**src/rtl/ctrl_pkg.sv**
```systemverilog
`default_nettype none
// ============================================================================
// Module      : ctrl_pkg
// Description : Shared encodings for the single-cycle processor controller:
//               instruction classes, data-proc commands, condition codes,
//               ALU operation codes and the run/halt state type.
// Revision    : 1.0 - initial release
// ============================================================================
package ctrl_pkg;

    // Instruction class carried in the op field
    typedef enum logic [1:0] {
        OP_DP    = 2'b00,
        OP_MEM   = 2'b01,
        OP_BR    = 2'b10,
        OP_UNDEF = 2'b11
    } op_e;

    // Data-processing command field values (funct[4:1])
    localparam logic [3:0] CMD_AND = 4'b0000;
    localparam logic [3:0] CMD_EOR = 4'b0001;
    localparam logic [3:0] CMD_SUB = 4'b0010;
    localparam logic [3:0] CMD_ADD = 4'b0100;
    localparam logic [3:0] CMD_CMP = 4'b1010;
    localparam logic [3:0] CMD_ORR = 4'b1100;
    localparam logic [3:0] CMD_MOV = 4'b1101;

    // Condition field values
    localparam logic [3:0] COND_EQ = 4'b0000;
    localparam logic [3:0] COND_NE = 4'b0001;
    localparam logic [3:0] COND_CS = 4'b0010;
    localparam logic [3:0] COND_CC = 4'b0011;
    localparam logic [3:0] COND_MI = 4'b0100;
    localparam logic [3:0] COND_PL = 4'b0101;
    localparam logic [3:0] COND_VS = 4'b0110;
    localparam logic [3:0] COND_VC = 4'b0111;
    localparam logic [3:0] COND_HI = 4'b1000;
    localparam logic [3:0] COND_LS = 4'b1001;
    localparam logic [3:0] COND_GE = 4'b1010;
    localparam logic [3:0] COND_LT = 4'b1011;
    localparam logic [3:0] COND_GT = 4'b1100;
    localparam logic [3:0] COND_LE = 4'b1101;
    localparam logic [3:0] COND_AL = 4'b1110;
    localparam logic [3:0] COND_NV = 4'b1111;

    // ALU operation codes driven onto alu_control
    localparam logic [3:0] ALU_ADD  = 4'b0000;
    localparam logic [3:0] ALU_SUB  = 4'b0001;
    localparam logic [3:0] ALU_AND  = 4'b0010;
    localparam logic [3:0] ALU_ORR  = 4'b0011;
    localparam logic [3:0] ALU_EOR  = 4'b0100;
    localparam logic [3:0] ALU_MOVB = 4'b0101;

    // Controller run/halt state
    typedef enum logic {
        ST_RUN  = 1'b0,
        ST_HALT = 1'b1
    } state_e;

    // True for the data-proc commands the datapath implements
    function automatic logic cmd_supported(input logic [3:0] cmd);
        logic ok;
        ok = 1'b0;
        case (cmd)
            CMD_AND, CMD_EOR, CMD_SUB, CMD_ADD,
            CMD_CMP, CMD_ORR, CMD_MOV: ok = 1'b1;
            default:                   ok = 1'b0;
        endcase
        return ok;
    endfunction

    // ALU operation for a data-proc command; CMP is a subtract without writeback
    function automatic logic [3:0] alu_for_cmd(input logic [3:0] cmd);
        logic [3:0] code;
        code = ALU_ADD;
        case (cmd)
            CMD_AND: code = ALU_AND;
            CMD_EOR: code = ALU_EOR;
            CMD_SUB: code = ALU_SUB;
            CMD_ADD: code = ALU_ADD;
            CMD_CMP: code = ALU_SUB;
            CMD_ORR: code = ALU_ORR;
            CMD_MOV: code = ALU_MOVB;
            default: code = ALU_ADD;
        endcase
        return code;
    endfunction

endpackage
`default_nettype wire

```
**src/rtl/cond_check.sv**
```systemverilog
`default_nettype none
// ============================================================================
// Module      : cond_check
// Description : Combinational condition-code evaluator. Decides whether an
//               instruction executes given its cond field and the NZCV flags.
// Revision    : 1.0 - initial release
// ============================================================================
module cond_check
    import ctrl_pkg::*;
(
    input  logic [3:0] cond,
    input  logic [3:0] flags,   // {N, Z, C, V}
    output logic       pass
);

    logic w_n;
    logic w_z;
    logic w_c;
    logic w_v;

    assign {w_n, w_z, w_c, w_v} = flags;

    // Evaluate the condition; NV (1111) never executes
    always_comb begin
        pass = 1'b0;
        case (cond)
            COND_EQ: pass = w_z;
            COND_NE: pass = ~w_z;
            COND_CS: pass = w_c;
            COND_CC: pass = ~w_c;
            COND_MI: pass = w_n;
            COND_PL: pass = ~w_n;
            COND_VS: pass = w_v;
            COND_VC: pass = ~w_v;
            COND_HI: pass = w_c & ~w_z;
            COND_LS: pass = ~w_c | w_z;
            COND_GE: pass = (w_n == w_v);
            COND_LT: pass = (w_n != w_v);
            COND_GT: pass = ~w_z & (w_n == w_v);
            COND_LE: pass = w_z | (w_n != w_v);
            COND_AL: pass = 1'b1;
            default: pass = 1'b0;
        endcase
    end

endmodule
`default_nettype wire

```
**src/rtl/control_unit.sv**
```systemverilog
`default_nettype none
// ============================================================================
// Module      : control_unit
// Description : Main controller of the single-cycle processor. Decodes the
//               instruction fields into datapath strobes, keeps the NZCV flag
//               register and halts the core on any unsupported encoding.
// Revision    : 1.0 - initial release
// ============================================================================
module control_unit
    import ctrl_pkg::*;
#(
    parameter int ALU_W  = 4,
    parameter int FLAG_W = 5
) (
    input  logic              clk,
    input  logic              rst,          // asynchronous, active low
    input  logic [3:0]        cond,
    input  logic [1:0]        op,
    input  logic [5:0]        funct,
    input  logic [3:0]        rd,
    input  logic [FLAG_W-1:0] alu_flags,
    output logic              pc_src,
    output logic              mem_to_reg,
    output logic              mem_write,
    output logic [ALU_W-1:0]  alu_control,
    output logic              alu_src,
    output logic              reg_write,
    output logic [1:0]        reg_src,
    output logic              pc_en,
    output logic              halted,
    output logic [3:0]        flags_q
);

    state_e     r_state;
    state_e     w_state_next;
    logic [3:0] r_flags;

    op_e        w_op;
    logic [3:0] w_cmd;
    logic       w_s;
    logic       w_pass;
    logic       w_illegal;
    logic       w_active;
    logic       w_flag_we;
    logic       w_arith;
    logic [3:0] w_alu;
    logic       w_unused_flag_hi;

    assign w_op    = op_e'(op);
    assign w_cmd   = funct[4:1];
    assign w_s     = funct[0];

    // Only NZCV is architectural; the upper flag bits are don't-care
    assign w_unused_flag_hi = ^alu_flags[FLAG_W-1:4];

    cond_check u_cond_check (
        .cond  (cond),
        .flags (r_flags),
        .pass  (w_pass)
    );

    // Unsupported encodings: undefined class, unknown data-proc command,
    // or a branch with the link bit set
    assign w_illegal = (w_op == OP_UNDEF)
                     | ((w_op == OP_DP) & ~cmd_supported(w_cmd))
                     | ((w_op == OP_BR) & funct[4]);

    // The offending instruction is already suppressed in its own cycle
    assign w_active  = (r_state == ST_RUN) & ~w_illegal;

    // C and V are only meaningful for the arithmetic commands
    assign w_arith   = (w_cmd == CMD_ADD) | (w_cmd == CMD_SUB) | (w_cmd == CMD_CMP);

    assign w_flag_we = w_active & w_pass & (w_op == OP_DP) & (w_s | (w_cmd == CMD_CMP));

    // State register: asynchronous reset back to RUN
    always_ff @(posedge clk or negedge rst) begin
        if (!rst) begin
            r_state <= ST_RUN;
        end else begin
            r_state <= w_state_next;
        end
    end

    // Next state: any illegal instruction in RUN parks the core in HALT for good
    always_comb begin
        w_state_next = r_state;
        case (r_state)
            ST_RUN:  if (w_illegal) w_state_next = ST_HALT;
            ST_HALT: w_state_next = ST_HALT;
            default: w_state_next = ST_HALT;
        endcase
    end

    // Flag register: N/Z always load on update, C/V hold for logical ops and MOV
    always_ff @(posedge clk or negedge rst) begin
        if (!rst) begin
            r_flags <= 4'b0000;
        end else if (w_flag_we) begin
            r_flags[3] <= alu_flags[3];
            r_flags[2] <= alu_flags[2];
            if (w_arith) begin
                r_flags[1] <= alu_flags[1];
                r_flags[0] <= alu_flags[0];
            end
        end
    end

    // Strobe decode; everything defaults to zero so HALT/illegal need no branch
    always_comb begin
        pc_src     = 1'b0;
        mem_to_reg = 1'b0;
        mem_write  = 1'b0;
        w_alu      = ALU_ADD;
        alu_src    = 1'b0;
        reg_write  = 1'b0;
        reg_src    = 2'b00;
        pc_en      = 1'b0;
        if (w_active) begin
            pc_en = 1'b1;
            case (w_op)
                OP_DP: begin
                    alu_src   = funct[5];
                    w_alu     = alu_for_cmd(w_cmd);
                    reg_write = w_pass & (w_cmd != CMD_CMP);
                    pc_src    = w_pass & (w_cmd != CMD_CMP) & (rd == 4'd15);
                end
                OP_MEM: begin
                    alu_src = 1'b1;
                    w_alu   = funct[3] ? ALU_ADD : ALU_SUB;
                    if (funct[0]) begin
                        reg_write  = w_pass;
                        mem_to_reg = 1'b1;
                        pc_src     = w_pass & (rd == 4'd15);
                    end else begin
                        mem_write = w_pass;
                        reg_src   = 2'b01;
                    end
                end
                OP_BR: begin
                    reg_src = 2'b10;
                    alu_src = 1'b1;
                    w_alu   = ALU_ADD;
                    pc_src  = w_pass;
                end
                default: begin
                    pc_en = 1'b0;
                end
            endcase
        end
        // Reset low blocks every state-changing strobe immediately
        if (!rst) begin
            reg_write = 1'b0;
            mem_write = 1'b0;
            pc_src    = 1'b0;
            pc_en     = 1'b0;
        end
    end

    assign alu_control = ALU_W'(w_alu);
    assign halted      = (r_state == ST_HALT);
    assign flags_q     = r_flags;

endmodule
`default_nettype wire

```
**config.mk**
```make
export PLATFORM = sky130hd
export DESIGN_NAME = control_unit
export DESIGN_NICKNAME = d
export VERILOG_FILES = /design/src/rtl/ctrl_pkg.sv /design/src/rtl/cond_check.sv /design/src/rtl/control_unit.sv
export SDC_FILE = /design/constraint.sdc
export NUM_CORES = 1
export LEC_CHECK = 0
export CORE_MARGIN = 3
export CORE_UTILIZATION = 30
export DETAILED_ROUTE_END_ITERATION = 6
export PLACE_DENSITY_LB_ADDON = 0.25
export SYNTH_ARGS = -nofsm -noshare
export SYNTH_HDL_FRONTEND = slang
export SYNTH_HIERARCHICAL = 1
export SYNTH_SLANG_ARGS = --single-unit
```
**constraint.sdc**
```tcl
create_clock -name clk -period 2.3 [get_ports clk]
set_input_delay 0.345 -clock clk [delete_from_list [all_inputs] [get_ports clk]]
set_output_delay 0.345 -clock clk [all_outputs]
set_load 0.01 [all_outputs]
```
==> results.cfg <==
[yosys]
yosys.area_share.xor_xnor = 0.0449
synth_top_area_cell = dfrtp_1
synth_most_common_cell = nor2_1
muxShareOfSynthArea = 0.0797
synth_fa_ha_area_frac = 0.0831
synth_edf_count = 0
synth_common_cells = 13 x nor2_1, 7 x inv_1
syn_area_per_cell_um2 = 8.19
yosys.area.top_type_share = 0.166
synth-seq-cells = 5
syn_inst = 92
synth-main-ff-cell = dfrtp_1
synthSimpleGateAreaFrac = 0.291
synth_compound_area_frac = 0.267
yosysUniqueCellTypes = 41
ys.warnings.count = 6
synth_top_family_by_area = simple AND/OR/NAND/NOR gates
async_reset_ff_frac = 1.00
syn_area_um2 = 753
seq_area_frac_synth = 0.166
synth_nets = 120
yosys-top-cells-area = dfrtp_1 17%, ha_1 8.3%, nor2_1 6.5%, mux2_1 6.0%, a211oi_4 5.3%

[grt]
antenna_found_initial = 0
grt-ovfl-total = 0
grt_util_all_layers = 0.152
grt_max_degree = 9
grt_pass1_vias = 930
grt_pass1_wl_um = 4000

[placement]
gp_congestion = 0.774
io_buffers = 37
pre_cts_ws_ns = -0.577
hpwl_um = 1940
dpl-instance-area_um2 = 1390
placedCellCount = 186

[timing]
fmax_mhz = 434
slew_violations = 0
finalSetupTns_ns = -0.00399
rsz0062_at_grt = yes
setup_slack_ns = -0.00399
min_period_ns = 2.30
post-route-period-util = 1.00
finClkSkew_ns = 0.00753
hold-worst-slack_ns = 0.447
hold_viol = 0
setup_violations = 1

[setup_path]
required_ns = 2.41
crit_fanout = 6
crit_arrival_ns = 2.42
path_class = in -> reg
end_kind = flip-flop
cp-start-kind = input port

[detailed_routing]
first_iter_violations = 21
via_per_inst = 4.83
dr.pass1.iters = 4
ant_nets = 0
route.detailed.drc = 0
dr_total_vias = 928
wl_um = 2450
post_drt_wl_per_cell_um = 12.7

[clock_tree]
clk_pin_slew_worst_paths_ns = 0.05
cts_buffers = 3
cts_tree = yes
cts.path.max_buffers = 2
clock-sinks = 5
cts_max_level = 1
clk_latency_ns = 0.24
cts_root_buf = clkbuf_4

[outcome]
violations = setup timing
status = finished, violations left

[floorplan]
core.rowCount = 17
die_h_um = 56.1
num_io_pins = 40
start_util = 0.328
placeableCoreArea_um2 = 2300
die_w_um = 56.1
die-area_um2 = 3150

[power]
power.density_nw_per_um2 = 236
power_mw = 0.348
power.leakage_nw = 0.696
irDropWorstVdd_uv = 240

[layout]
drive_gt1_frac = 0.390
fin_nets = 193
final_cells = 192
syn_to_final_growth_pct = 95.5
final_area_um2 = 1470
utilization = 0.641
diodes = 0

[job]
cap_violations = 0

[worst_hold_path]
min_path_type = in -> async
[state kept, by name (all words and copies together), names as in the netlist]
name and cells:
flags_q 4, halted 1
[routing by layer]
layer / wire, um / global-route usage
met1: 1040 / 0.196
met2: 1230 / 0.255
met3: 155 / 0.0302
met4: 20 / 0.0407
met5: 0 / 0
[layout make-up]
| class | count | area [um^2] |
|---|---|---|
| fillers | 199 | 825 |
| flip-flops and latches | 5 | 126 |
| clock buffers | 4 | 26.3 |
| multi-input cells | 76 | 644 |
| inverters | 7 | 26.3 |
| repair buffers | 72 | 614 |
| well taps | 28 | 35.0 |
[cells by family (layout without fill, tap and decap cells)]
group                    after synthesis  after routing
AO/OA/AOI/OAI                         22             22
XOR/XNOR                               3              3
adder cells (fa/ha/maj)                5              5
buffers and inverters                 11             83
flip-flops                             5              5
multiplexers                           5              5
other                                  1              1
AND/OR/NAND/NOR                       40             40
[timing repair]
item / in CTS / in global routing
pin swaps: 8 / 6
setup endpoints to repair: 15 / 13
setup buffers: 1 / 1
resized for setup: 33 / 16
hold buffers: 0 / 0
[path summary, 6_finish.rpt]
kind / cells past startpoint / slack (ns) / from / endpoint
max: 10 / -0.004 / cond[3] / flags_q[0]$_DFFE_PN0P_
min: 2 / 0.45 / rst / flags_q[2]$_DFFE_PN0P_
max reg2reg: 9 / -0.004 / flags_q[3]$_DFFE_PN0P_ / flags_q[0]$_DFFE_PN0P_
min reg2reg: 1 / 0.61 / flags_q[2]$_DFFE_PN0P_ / flags_q[2]$_DFFE_PN0P_
max in group asynchronous: 2 / 1.72 / rst / flags_q[3]$_DFFE_PN0P_
min in group clk: 1 / 0.61 / flags_q[2]$_DFFE_PN0P_ / flags_q[2]$_DFFE_PN0P_
[cells in the final DEF, fill, tap and decap left out, types with 2 or more instances in the layout]
master | synthesis | final
buf_4 | 1 | 32
clkdlybuf4s50_1 | 0 | 19
nor2_1 | 13 | 13
dlygate4sd2_1 | 0 | 11
inv_1 | 7 | 7
nand2_1 | 5 | 5
a21oi_1 | 5 | 5
nand2b_1 | 5 | 5
mux2_4 | 1 | 5
dfrtp_1 | 5 | 4
nor3_1 | 4 | 3
ha_1 | 5 | 3
clkbuf_4 | 0 | 3
buf_2 | 2 | 3
buf_6 | 0 | 3
nand3b_1 | 2 | 2
a211oi_4 | 2 | 2
xor2_1 | 2 | 2
nor3b_2 | 1 | 2
nor3_2 | 1 | 2
ha_2 | 0 | 2
a211o_1 | 2 | 2
o211ai_1 | 2 | 2
[power by group]
group / total [mW] / switching [mW] / leakage (nW) / internal [mW]
Combinational: 0.156 / 0.0666 / 0.618 / 0.0890
Clock: 0.101 / 0.0353 / 0.0150 / 0.0656
Sequential: 0.0914 / 0.00190 / 0.0628 / 0.0895
[critical path: stages]
cell and delay, ns:
dlygate4sd2_1 0.29, or2b_1 0.28, o31ai_2 0.21, a211o_1 0.14, a211o_1 0.17, buf_4 0.13
nand3_2 0.06, o21bai_4 0.19, a211oi_4 0.29, mux2_4 0.33
Note: power is estimated with default switching activity, not from simulation.
